### src/rtl/obstacle_scheduler.sv
// Cactus spawn sequencer for the runner game: tracks IDLE/RUN/CRASH, counts
// survived frames and issues one-frame spawn requests at pseudo-random gaps.
//
// state    | meaning
// ST_IDLE  | power-up, waiting for the first start request
// ST_RUN   | game active: score counts, gap timer runs, spawns issued
// ST_CRASH | dino hit an obstacle, everything frozen until restart
module obstacle_scheduler #(
   parameter int NUM_SLOTS = 3,
   parameter int MIN_GAP   = 40
) (
   input  logic                 clk_i,
   input  logic                 rst_ni,
   input  logic                 next_frame_i,
   input  logic                 start_i,
   input  logic                 collision_i,
   input  logic [NUM_SLOTS-1:0] slot_free_i,
   output logic [NUM_SLOTS-1:0] spawn_o,
   output logic [1:0]           rand_o,
   output logic                 running_o,
   output logic                 crashed_o,
   output logic                 restart_o,
   output logic [15:0]          score_o
);

   typedef enum logic [1:0] {
      ST_IDLE  = 2'd0,
      ST_RUN   = 2'd1,
      ST_CRASH = 2'd2
   } state_t;

   localparam logic [7:0] GAP_INIT = 8'(MIN_GAP);

   state_t               state_q;
   logic [7:0]           lfsr_q;
   logic [7:0]           gap_q;
   logic                 lfsr_fb;
   logic [7:0]           gap_reload;
   logic [NUM_SLOTS-1:0] first_free;

   // x^8+x^6+x^5+x^4+1 maps to bits 7,5,4,3 of the left-shifting register
   assign lfsr_fb    = lfsr_q[7] ^ lfsr_q[5] ^ lfsr_q[4] ^ lfsr_q[3];
   assign gap_reload = GAP_INIT + {3'b000, lfsr_q[6:2]};
   assign first_free = slot_free_i & (~slot_free_i + NUM_SLOTS'(1));

   assign running_o = (state_q == ST_RUN);
   assign crashed_o = (state_q == ST_CRASH);

   always_ff @(posedge clk_i or negedge rst_ni) begin
      if (!rst_ni) begin
         state_q   <= ST_IDLE;
         lfsr_q    <= 8'hA5;
         gap_q     <= GAP_INIT;
         spawn_o   <= '0;
         rand_o    <= 2'd0;
         restart_o <= 1'b0;
         score_o   <= 16'd0;
      end else begin
         lfsr_q    <= {lfsr_q[6:0], lfsr_fb};
         restart_o <= 1'b0;
         case (state_q)
            ST_IDLE, ST_CRASH: begin
               if (start_i) begin
                  state_q   <= ST_RUN;
                  restart_o <= 1'b1;
                  gap_q     <= GAP_INIT;
                  score_o   <= 16'd0;
                  spawn_o   <= '0;
               end
            end
            ST_RUN: begin
               if (collision_i) begin
                  state_q <= ST_CRASH;
                  spawn_o <= '0;
               end else if (next_frame_i) begin
                  if (score_o != 16'hFFFF) score_o <= score_o + 16'd1;
                  // a request lives for exactly one frame interval
                  if (spawn_o != '0) spawn_o <= '0;
                  if (gap_q != 8'd0) begin
                     gap_q <= gap_q - 8'd1;
                  end else if (spawn_o == '0 && slot_free_i != '0) begin
                     spawn_o <= first_free;
                     rand_o  <= lfsr_q[1:0];
                     gap_q   <= gap_reload;
                  end
               end
            end
            default: state_q <= ST_IDLE;
         endcase
      end
   end

endmodule
### config.mk
export PLATFORM = sky130hd
export DESIGN_NAME = obstacle_scheduler
export DESIGN_NICKNAME = d
export VERILOG_FILES = /design/src/rtl/obstacle_scheduler.sv
export SDC_FILE = /design/constraint.sdc
export NUM_CORES = 1
export LEC_CHECK = 0
export ABC_CLOCK_PERIOD_IN_PS = 2320
export BUFFER_PORTS_ARGS = -buffer_cell sky130_fd_sc_hd__buf_2
export CAP_MARGIN = 15
export CORE_AREA = 2 2 80 82
export CTS_CLUSTER_DIAMETER = 50
export DETAILED_ROUTE_END_ITERATION = 7
export DIE_AREA = 0 0 82 84
export GPL_ROUTABILITY_DRIVEN = 0
export SYNTH_ARGS = -nofsm -noshare
export SYNTH_HDL_FRONTEND = slang
export SYNTH_SLANG_ARGS = --single-unit
### constraint.sdc
create_clock -name clk_i -period 2.32 [get_ports clk_i]
set_input_delay 0.464 -clock clk_i [delete_from_list [all_inputs] [get_ports clk_i]]
set_output_delay 0.464 -clock clk_i [all_outputs]
set_load 0.02 [all_outputs]
Yosys cells after proc, flatten, opt, wreduce, memory -nomap -nowiden

Index checks and enable logic that the tools add are counted.
Widths: inputs -> output; s select.

Bits of input ports: 8
Word-level logic and storage cells: 64
Bits in registers: 40
Output and inout bits: 24

Reduce and logical (&&, ||, !) cells: 13
Muxes and demuxes: 23
Equality and inequality tests: 10
Add/sub/neg operators: 4
Bitwise gates (word level): 7

Operators by type and width:

| cell                  | number |
|---|---|
| $mux 16               | 4 |
| $mux 8                | 5 |
| $pmux 16 s2           | 1 |
| $mux 3                | 6 |
| $add 16x1->16 const B | 1 |
| $ne 16x16->1 const B  | 1 |
| $pmux 8 s2            | 1 |
| $reduce_and 5->1      | 3 |
| $ne 2x2->1 const B    | 4 |
| $reduce_bool 8->1     | 1 |
| $sub 8x1->8 const B   | 1 |
| $add 6x5->7 const A   | 1 |
| $pmux 3 s2            | 1 |
| $reduce_bool 3->1     | 2 |
| $mux 2                | 2 |
| $pmux 2 s2            | 1 |
| $add 3x1->3 const B   | 1 |
| $and 3x3->3           | 1 |
| $logic_not 3->1       | 1 |
| $ne 3x1->1 const B    | 1 |
| $ne 3x3->1 const B    | 1 |
| $not 3->3             | 1 |
| $reduce_and 3->1      | 1 |
| $xor 1x1->1           | 3 |
| other kinds (10)      | 12 |

Logic depth before layout (Yosys ltp)

Depth in word-level cells: 8
Mapped depth: 8
Depth with buffers taken out: 7

Worst setup path before layout

No wires, ideal clock.

Kind: register -> register
Start: register gap_q[3]
End: register rand_o[0]
Setup slack: 0.239 ns
Period minus slack after synthesis: 2.081 ns
Stages on the path, launching flop included: 6
Setup time: 0.128 ns
Data arrival time: 1.953 ns
Data required time: 2.192 ns
Cells stage by stage: dfstp_2 -> or4_4 -> or3_1 -> buf_6 -> nor3_4 -> mux2_1

Longest elaborated chain between the ends: 3

Ends and longest elaborated chain:

| what                       | line | source |
|---|---|---|
| start: declaration         | 36   | `logic [7:0] gap_q;` |
| start signal: assignment   | 80   | `gap_q <= gap_q - 8'd1;` |
| start signal: assignment   | 84   | `gap_q <= gap_reload;` |
| $reduce_bool 8->1          | 79   | `if (gap_q != 8'd0) begin` |
| $not 1->1 (no line)        | --   |  |
| $reduce_and 5->1 (no line) | --   |  |
| end signal: assignment     | 83   | `rand_o <= lfsr_q[1:0];` |
| end: declaration           | 19   | `output logic [1:0] rand_o,` |

Every way passes these cells.
A chain may end at the register's enable or synchronous reset.

Worst setup path after layout

Start: register gap_q[0]
End: register rand_o[0]

The elaborated chain is that of the path after synthesis.

==> impl_metrics.yaml <==
status:
  status: "completed"
finish:
  regArea_um2: 1010
  nNetsFinal: 261
  post-route-util: 0.401
  multiInputGateArea_um2: 963
  area_growth_pct: 20.4
  diodes: 0
  fill_cells: 639
  drive_gt1_frac: 0.255
drt:
  routed_via_density: 5.34
  dr_total_vias: 1753
  avgRoutedWirePerCell_um: 15.0
  wl_mm: 4.91
  drt_iter0_markers: 97
  ant_nets: 0
  dr.pass1.iters: 4
  drc: 0
pwr:
  pwr-share-comb: 0.243
  p_seq_frac: 0.439
  p_sw_frac: 0.328
  power_density_nw_per_um2: 758
  ir_drop_uv: 349
  leakagePower_nw: 1.12
  p_int_mw: 1.25
  clock_power_share: 0.318
  power.switching_mw: 0.609
worst_setup_path:
  crit_fanout: 5
  r2r_cells: 6
  worstSetupEndpointType: "flop"
  path_class: "reg -> reg"
  arrival_ns: 2.32
  cp-start-kind: "flop"
  cp.required_ns: 2.50
clock_network:
  clock_sinks: 40
  ctsRootBufferMaster: "clkbuf_8"
  ctsResizeCount: 0
  post_cts_buffers: 0
  cts-buffers-inserted: 5
  clk_latency_ns: 0.30
  cts_max_path_buffers: 2
  cts_tree: "yes"
  ctsHoldBuffers: 0
  path_clk_slew_ns: 0.08
  h-tree-depth: 2
synth:
  yosys.area.top_type: "dfrtp_1"
  synth.distinct_cells: 53
  yosys-top-cells-count: "34 x dfrtp_1, 18 x nand2_1, 17 x a21oi_1, 17 x nor2_1, 12 x o21ai_0"
  synth_top_area_frac: 0.418
  postSynthCellCount: 206
  ys_warn_count: 0
  yosysSeqAreaShare: 0.496
  synth-edff-count: 0
  ys_top_cells_by_area: "dfrtp_1 42%, dfstp_2 7.8%, a21oi_1 4.2%"
  synth_area_um2: 2030
  postSynthNetCount: 217
  async_reset_ff_frac: 1.00
  synthMostInstantiatedCell: "dfrtp_1"
  syn_area_per_cell_um2: 9.87
  synth-main-ff-cell: "dfrtp_1"
  ys_seq_elements: 40
floorplanning:
  core_um2: 6100
  placement_rows: 29
  die_h_um: 84
  start_util: 0.334
  pin_count: 32
  dieArea_um2: 6890
  die_x_um: 82
timing:
  tightest_slew_ns: 0.813
  fin_worst_skew_ns: 0.00638
  hold_viol: 0
  fin_crit_sh: 0.923
  setup_ws_ns: 0.179
  setup_tns_ns: 0
  rsz0062_at_grt: "false"
  max_freq_ghz: 0.467
  setup_viol: 0
  slew_viol_final: 0
  holdWs_ns: 0.107
  period_needed_ns: 2.14
  slew_headroom: 0.458
global_routing:
  grt_remaining_overflow: 0
  antenna_found_initial: 0
  grt_pass1_wl_mm: 8.11
  grt_max_degree: 23
  grt_usage: 0.152
  grt_pass1_vias: 1657
placement:
  place_ws_ns: 0.166
  numPortBuffers: 31
  dpl.hpwl_mm: 3.62
job:
  max_cap_viol_count: 0
worst_hold_path:
  hold_class: "in -> async"
==> critical path: stages, from the launching register on <==
cell and delay (ns):
dfrtp_1 0.41, inv_1 0.07, ha_1 0.20, or2b_2 0.35
or3_1 0.38, nor3_4 0.27, mux2_1 0.35
==> layout by cell type (no fill, tap or decap), types with 2 or more instances in the layout <==
| cell | Yosys | final |
|---|---|---|
| a21oi_1 | 17 | 17 |
| a22o_1 | 4 | 4 |
| a22oi_1 | 2 | 2 |
| a31oi_1 | 7 | 7 |
| a41oi_1 | 3 | 3 |
| buf_2 | 0 | 31 |
| buf_4 | 0 | 10 |
| clkbuf_8 | 1 | 5 |
| dfrtp_1 | 34 | 34 |
| dfstp_2 | 6 | 6 |
| ha_1 | 3 | 3 |
| inv_1 | 9 | 9 |
| mux2_1 | 2 | 2 |
| mux2i_1 | 2 | 2 |
| nand2_1 | 18 | 18 |
| nand2b_1 | 2 | 2 |
| nand3_1 | 7 | 7 |
| nand4_1 | 6 | 6 |
| nor2_1 | 17 | 17 |
| nor2b_1 | 2 | 2 |
| nor3_1 | 8 | 7 |
| o211ai_1 | 3 | 3 |
| o21a_1 | 3 | 3 |
| o21ai_0 | 12 | 12 |
| o31a_1 | 2 | 2 |
| o31ai_1 | 3 | 3 |
| or3_1 | 3 | 3 |
| xnor2_1 | 2 | 2 |
==> routing by layer <==
layer,GRT usage,wire length [um]
met5,0,0
met4,0.0439,41
met3,0.0357,292
met2,0.236,2330
met1,0.211,2240
==> logic make-up after synthesis <==
group,after synthesis,share of synthesized area
compound gates,67,0.218
simple gates,75,0.196
xor+xnor,3,0.0129
fa+ha+maj,3,0.0185
buf+inv,13,0.0326
mux,5,0.0265
flops,40,0.496
==> worst paths after layout <==
check / from / end / slack, ns
max: gap_q[0]$_DFFE_PN0P_ / rand_o[0]$_DFFE_PN0P_ / 0.18
min: rst_ni / rand_o[0]$_DFFE_PN0P_ / 0.11
max reg2reg: gap_q[0]$_DFFE_PN0P_ / rand_o[0]$_DFFE_PN0P_ / 0.18
min reg2reg: lfsr_q[1]$_DFF_PN0_ / lfsr_q[2]$_DFF_PN1_ / 0.39
max in group asynchronous: rst_ni / lfsr_q[2]$_DFF_PN1_ / 1.51
min in group clk_i: lfsr_q[1]$_DFF_PN0_ / lfsr_q[2]$_DFF_PN1_ / 0.39
==> flip-flops by register name, summed over array words and instances, names as in the netlist <==
register,count
restart_o,1
lfsr_q,8
score_o,16
rand_o,2
state_q,2
spawn_o,3
gap_q,8
==> cell type report <==
type	count	area share
clock buffers	5	0.0281
clock inverters	3	0.0189
inverters	9	0.0138
multi-input cells	153	0.394
flip-flops and latches	40	0.412
well taps	77	0.0394
repair buffers	41	0.0941
==> power groups by stage <==
stage | Sequential, mW | Combinational, mW | Clock [mW]
after CTS | 0.814 | 0.450 | 0.599
final | 0.815 | 0.450 | 0.590
after global placement | 0.826 | 0.442 | 0
after floorplan | 0.829 | 0.290 | 0
after detailed placement | 0.828 | 0.448 | 0
after global routing | 0.825 | 0.502 | 0.634
==> metrics by stage <==
step                      cell area (um^2)  instances  total power [mW]
after floorplan                       2030        206              1.12
after global placement                2330        320              1.27
after detailed placement              2330        320              1.28
after CTS                             2440        328              1.86
after global routing                  2450        328              1.96
final                                 2450        328              1.85
(Power assumes the default switching activity.)
